### src/rtl/edisk_mapper.sv
// edisk_mapper: quasi-disk (E-disk) bank mapper for the Vector 06C core.
//   Latches the 8080 status word on the rising edge of SYNC and holds one
//   control register per fitted board, written by edge-detected OUT.
//   Resolves each memory access into a flat page number for the SDRAM mux.
//   Optional feature macro: EDISK_READBACK_EN (register readback via IN).
// Ports:
//   clk_sys      system clock
//   reset_n      asynchronous active-low reset
//   cpu_sync     CPU SYNC, status word valid on cpu_o while high
//   cpu_o[7:0]   CPU data out (status word or write data)
//   addr[15:0]   CPU address, port number on addr[7:0] for I/O
//   io_wr        I/O write strobe (level)
//   io_rd        I/O read strobe (level)
//   status_word  latched status word
//   ed_page[5:0] 0 = main RAM, else 1 + 4*board + page
//   ed_hit       ed_page != 0
//   io_sel       read of a fitted board port (readback builds only)
//   io_data      readback data, 8'hFF when io_sel = 0
module edisk_mapper #(
   parameter int         NUM_DISKS = 1,
   parameter logic [7:0] BASE_PORT = 8'h10
) (
   input  logic        clk_sys,
   input  logic        reset_n,
   input  logic        cpu_sync,
   input  logic [7:0]  cpu_o,
   input  logic [15:0] addr,
   input  logic        io_wr,
   input  logic        io_rd,
   output logic [7:0]  status_word,
   output logic [5:0]  ed_page,
   output logic        ed_hit,
   output logic        io_sel,
   output logic [7:0]  io_data
);
   logic [7:0] ctl [NUM_DISKS];
   logic io_wr_q, cpu_sync_q;
   logic [NUM_DISKS-1:0] port_hit, stk, wnd;
   logic [5:0] stk_pg [NUM_DISKS];
   logic [5:0] wnd_pg [NUM_DISKS];
   logic ram_read, io_read, io_write, io_stack, write_n, mem_acc, wr_edge;
   logic unused_bits;
   assign ram_read = status_word[7];
   assign io_read  = status_word[6];
   assign io_write = status_word[4];
   assign io_stack = status_word[2];
   assign write_n  = status_word[1];
   assign mem_acc  = (ram_read | ~write_n) & ~io_write & ~io_read;
   assign wr_edge  = io_wr & ~io_wr_q;
   assign unused_bits = ^{addr[12:8], io_rd};
   for (genvar n = 0; n < NUM_DISKS; n++) begin : g_board
      logic win;
      // 9-bit compare so ports past 8'hFF never wrap back onto low ports
      assign port_hit[n] = {1'b0, addr[7:0]} == ({1'b0, BASE_PORT} + 9'(n));
      // A000-DFFF always mapped; 8000-9FFF and E000-FFFF are optional
      assign win = addr[15] & ((addr[14] ^ addr[13]) |
                               (ctl[n][7] & addr[14] & addr[13]) |
                               (ctl[n][6] & ~addr[14] & ~addr[13]));
      assign stk[n]    = ctl[n][4] & io_stack & mem_acc;
      assign wnd[n]    = ctl[n][5] & win & mem_acc;
      assign stk_pg[n] = 6'(1 + 4 * n) + {4'b0, ctl[n][3:2]};
      assign wnd_pg[n] = 6'(1 + 4 * n) + {4'b0, ctl[n][1:0]};
   end
   always_ff @(posedge clk_sys or negedge reset_n) begin
      if (!reset_n) begin
         status_word <= '0;
         io_wr_q     <= 1'b0;
         cpu_sync_q  <= 1'b0;
         for (int n = 0; n < NUM_DISKS; n++) ctl[n] <= '0;
      end else begin
         io_wr_q    <= io_wr;
         cpu_sync_q <= cpu_sync;
         if (cpu_sync && !cpu_sync_q) status_word <= cpu_o;
         for (int n = 0; n < NUM_DISKS; n++)
            if (wr_edge && port_hit[n]) ctl[n] <= cpu_o;
      end
   end
   // Later assignments win: stack class overrides window, lowest board last
   always_comb begin
      ed_page = '0;
      for (int n = NUM_DISKS - 1; n >= 0; n--) if (wnd[n]) ed_page = wnd_pg[n];
      for (int n = NUM_DISKS - 1; n >= 0; n--) if (stk[n]) ed_page = stk_pg[n];
   end
   assign ed_hit = |ed_page;
`ifdef EDISK_READBACK_EN
   always_comb begin
      io_sel  = 1'b0;
      io_data = 8'hFF;
      for (int n = NUM_DISKS - 1; n >= 0; n--)
         if (io_read && io_rd && port_hit[n]) begin
            io_sel  = 1'b1;
            io_data = ctl[n];
         end
   end
`else
   assign io_sel  = 1'b0;
   assign io_data = 8'hFF;
`endif
endmodule

### config.mk
export PLATFORM = sky130hd
export DESIGN_NAME = edisk_mapper
export DESIGN_NICKNAME = d
export VERILOG_FILES = /design/src/rtl/edisk_mapper.sv
export SDC_FILE = /design/constraint.sdc
export NUM_CORES = 1
export LEC_CHECK = 0
export CAP_MARGIN = 10
export CORE_MARGIN = 3
export CORE_UTILIZATION = 37
export CTS_CLUSTER_SIZE = 25
export DETAILED_ROUTE_END_ITERATION = 10
export HOLD_SLACK_MARGIN = 0.15
export PLACE_DENSITY_LB_ADDON = 0.1
export SLEW_MARGIN = 20
export SYNTH_ARGS = -nofsm -noshare
export SYNTH_HDL_FRONTEND = slang
export SYNTH_SLANG_ARGS = --single-unit
export TNS_END_PERCENT = 30
### constraint.sdc
create_clock -name clk_sys -period 1.65 [get_ports clk_sys]
set_clock_uncertainty 0.05 [all_clocks]
set_input_delay 0.4125 -clock clk_sys [delete_from_list [all_inputs] [get_ports clk_sys]]
set_output_delay 0.4125 -clock clk_sys [all_outputs]
set_load 0.02 [all_outputs]
==> out/results.txt <==
Hold is met by 391 ps. Entering global routing, the biggest net connects 19 pins. For the peak ir drop on the vdd network, the log shows 0.000548 V. Net switching is 27.7% of the power.

The final reports fail on setup timing. Global routing consumed, over all layers together, 14.2% of the routing resources. Setup repair after global routing could not meet its margin everywhere. The max-capacitance violation count was 0; the post-synthesis simple-gate area fraction was 15.6%. The share of flip-flops with an asynchronous set or reset after synthesis was 100%. The run gives 290 ps as the clock network latency to the later pin of the worst-skew pair. Summed over all cells, the static leakage comes to 0.673 nW. Clock tree synthesis selected as its root buffer the cell sky130_fd_sc_hd__clkbuf_4. The die is 56.5 um tall. The critical path in this run is classified as reg -> out. The synthesized instance count came out at 81.

The run gives 1.63 mm as the half-perimeter wire length after detailed placement. The number of clock buffers added by TritonCTS is 3. The final count of pins violating max slew is 0, and the overall die area is 3200 um^2. The yosys synthesis warning count was 0; the sequential element share of the synthesized area was 47.7%. The multi-input combinational cells in the finished layout cover a total of 483 um^2. In this run the cell area of the synthesized design comes to 945 um^2. The register clock-pin slew on the reported worst setup and hold paths came out at 100 ps. After Yosys synthesis, XOR and XNOR cells account for 0% of the synthesized area. The tools report the number of inserted diodes as 0. Port buffering added 34 buffers. For this block, the initial DRC count from the detailed router was 18. The clock network accounts for 25.4% of the total power. Internal power component: 0.000758 W. The adder-cell share of the synthesized area came out at 2.65%.

The number of global-route vias before repair was 740; the worst-case clock buffer depth was 2. The most used flip-flop cell after synthesis is sky130_fd_sc_hd__dfrtp_1. In this run the power density over the cells is 718 nW/um^2. In this run, the combinational gates consume 27.2% of the power. After synthesis, the largest family of logic cells by area is multiplexers. For the row count, the log shows 17. The worst min-delay path class was in -> async. TritonCTS built the clock tree. CTS saw 18 sinks. The logs give 260 ps for the reg2reg setup slack and 4 for the count of TritonRoute iterations in the first routing pass. 53 I/O pins were placed. For this run the aggregate overflow at the end of global routing stands at 0.

The sequential cells in the finished layout cover a total of 450 um^2. The final critical path takes up 122% of the cycle. The synthesized netlist devotes 4.11% of its cell area to compound gates. In this run the worst setup path begins at ctl[3]$_DFFE_PN0P_. Static timing analysis puts the maximum clock frequency at 495 MHz. In the final layout, the share of cells above drive strength 1 is 39.4%. The slack of the critical path is -371 ps, and the total routed wirelength is 2.05 mm. The total DRC errors in the routed layout is 0, and the count of flip-flops with a built-in enable after synthesis is 0. For the number of filler instances in the final layout, the log shows 203. A synthesized cell averages 11.7 um^2.

At the end of the flow, the number of nets in the layout was 164. The synthesized design contains 18 register bits. In the routed layout, each cell is associated on average with a via count of 4.69.

The required time of the worst setup path was 1190 ps; the maximum net fanout on the critical path was 2. Before CTS, the worst setup slack after placement is -949 ps. The library cells used most frequently in the layout, excluding fill and tap cells, are sky130_fd_sc_hd__clkdlybuf4s50_1 (19), sky130_fd_sc_hd__buf_4 (19), sky130_fd_sc_hd__dfrtp_1 (18), sky130_fd_sc_hd__mux2_2 (15), sky130_fd_sc_hd__conb_1 (12). The global placer's final weighted congestion was 0.667; the horizontal die dimension was 56.5 um. The core region is 2320 um^2. STA classifies the critical path endpoint as a primary output. The first global-routing pass estimated 3.48 mm of wire. After synthesis, the share of cell area in mux cells is 17.9%.

The startpoint identified for the worst register-to-register timing path is io_wr_q$_DFF_PN0_. Subtracting the final worst setup slack from the clock period gives 2020 ps. The logs give 750 for the via count of the routed design and 0.000291 W for the total net switching power. The category of the worst setup path launch point is a flip-flop. For the total negative slack for setup checks, the log shows -965 ps. The initial cell density of the core is 40.7%. The tools report the maximum level of the CTS H-tree as 1. The tools report the number of distinct library cells after synthesis as 19. The run finished, with violations left. The average wire per cell in the routed design was 12.8 um; the number of antenna violations at the first check in global routing was 0. The number of nets with antenna violations after routing was 0. Setup violations remaining at the end of the flow were counted as 4. The logs give 0 for the cts-stage hold buffer count and 1560 ps for the data arrival time of the critical path. The tools report the power share of the sequential group as 47.4%. For the number of failing hold endpoints at the final stage, the log shows 0. From synthesis to final layout, the design area changed by 54.6%.
final timing paths:
check | endpoint | cells after the start
hold / removal | ctl[6]$_DFFE_PN0P_ | 2
setup reg to reg | ctl[7]$_DFFE_PN0P_ | 3
min in group clk_sys | status_word[5]$_DFFE_PN0P_ | 1
hold reg to reg | status_word[5]$_DFFE_PN0P_ | 1
max in group asynchronous | ctl[2]$_DFFE_PN0P_ | 2
setup / recovery | ed_hit | 6
cells in the mapped netlist, types with 2 or more instances:
cell	n	area (um^2)
sky130_fd_sc_hd__nand2_1	3	11.3
sky130_fd_sc_hd__ha_1	2	25.0
sky130_fd_sc_hd__a31oi_1	3	18.8
sky130_fd_sc_hd__mux2_2	15	169
sky130_fd_sc_hd__o21ai_0	2	10.0
sky130_fd_sc_hd__nand3_1	4	20.0
sky130_fd_sc_hd__conb_1	2	7.51
sky130_fd_sc_hd__a21oi_1	2	10.0
sky130_fd_sc_hd__inv_1	3	11.3
sky130_fd_sc_hd__buf_4	12	90.1
sky130_fd_sc_hd__nor2_1	7	26.3
sky130_fd_sc_hd__nor4b_4	2	47.6
sky130_fd_sc_hd__dfrtp_1	18	450
stage by stage:
| step | total power [W] | utilization [%] | cell area, um^2 | instances |
|---|---|---|---|---|
| floorplan | 0.000647 | - | 986 | 91 |
| global placement | 0.000800 | 59.5 | 1380 | 155 |
| detailed placement | 0.000807 | 59.5 | 1380 | 155 |
| CTS | 0.00106 | 62.1 | 1440 | 159 |
| global route | 0.00111 | 63.0 | 1460 | 160 |
| finish | 0.00105 | 63.0 | 1460 | 160 |
flip-flops by register name (all words and copies together), names as in the netlist:
signal,count
ctl,8
status_word,8
cpu_sync_q,1
io_wr_q,1
kinds of logic (layout without fill, tap and decap cells):
logic type                 after synthesis  after routing
DFF                                     18             18
other                                    2             12
and+or+nand+nor                         21             21
muxes                                   15             15
AOI/OAI and AO/OA                        7              7
adders and majority gates                2              2
buffers and inverters                   16             57
layer usage:
metal	wire length [um]	GRT usage (%)	part of all wire [%]
met1	851	17.3	41
met2	1010	23.3	49
met3	183	4.60	8.9
met4	10	5.08	0.49
met5	0	0	0
area by class of cell:
class / count / area share (%)
multi-input cells: 57 / 33.1
well taps: 28 / 2.40
clock buffers: 4 / 2.49
repair buffers: 50 / 30.4
inverters: 3 / 0.771
flip-flops and latches: 18 / 30.8
worst max-delay path: stages (launching register included):
cell and delay [ps]:
sky130_fd_sc_hd__dfrtp_1 420, sky130_fd_sc_hd__ha_4 260, sky130_fd_sc_hd__nor3b_2 170, sky130_fd_sc_hd__nor2_1 50
sky130_fd_sc_hd__a31oi_1 130, sky130_fd_sc_hd__nor2_1 60, sky130_fd_sc_hd__buf_4 170
power groups by stage:
stage / Clock [W] / Sequential (W) / Combinational, W
finish: 0.000266 / 0.000497 / 0.000285
global route: 0.000301 / 0.000503 / 0.000307
CTS: 0.000276 / 0.000498 / 0.000285
detailed placement: 0 / 0.000505 / 0.000302
global placement: 0 / 0.000503 / 0.000297
floorplan: 0 / 0.000543 / 0.000104
what timing repair did:
item | in CTS | in global routing
buffers inserted | 0 | 1
hold endpoints to repair | 0 | 0
setup endpoints to repair | 12 | 5
cloned | 0 | 0
pin swaps | 6 | 4
resized for setup | 40 | 4
No activity file was read; power rests on OpenSTA's default activity.
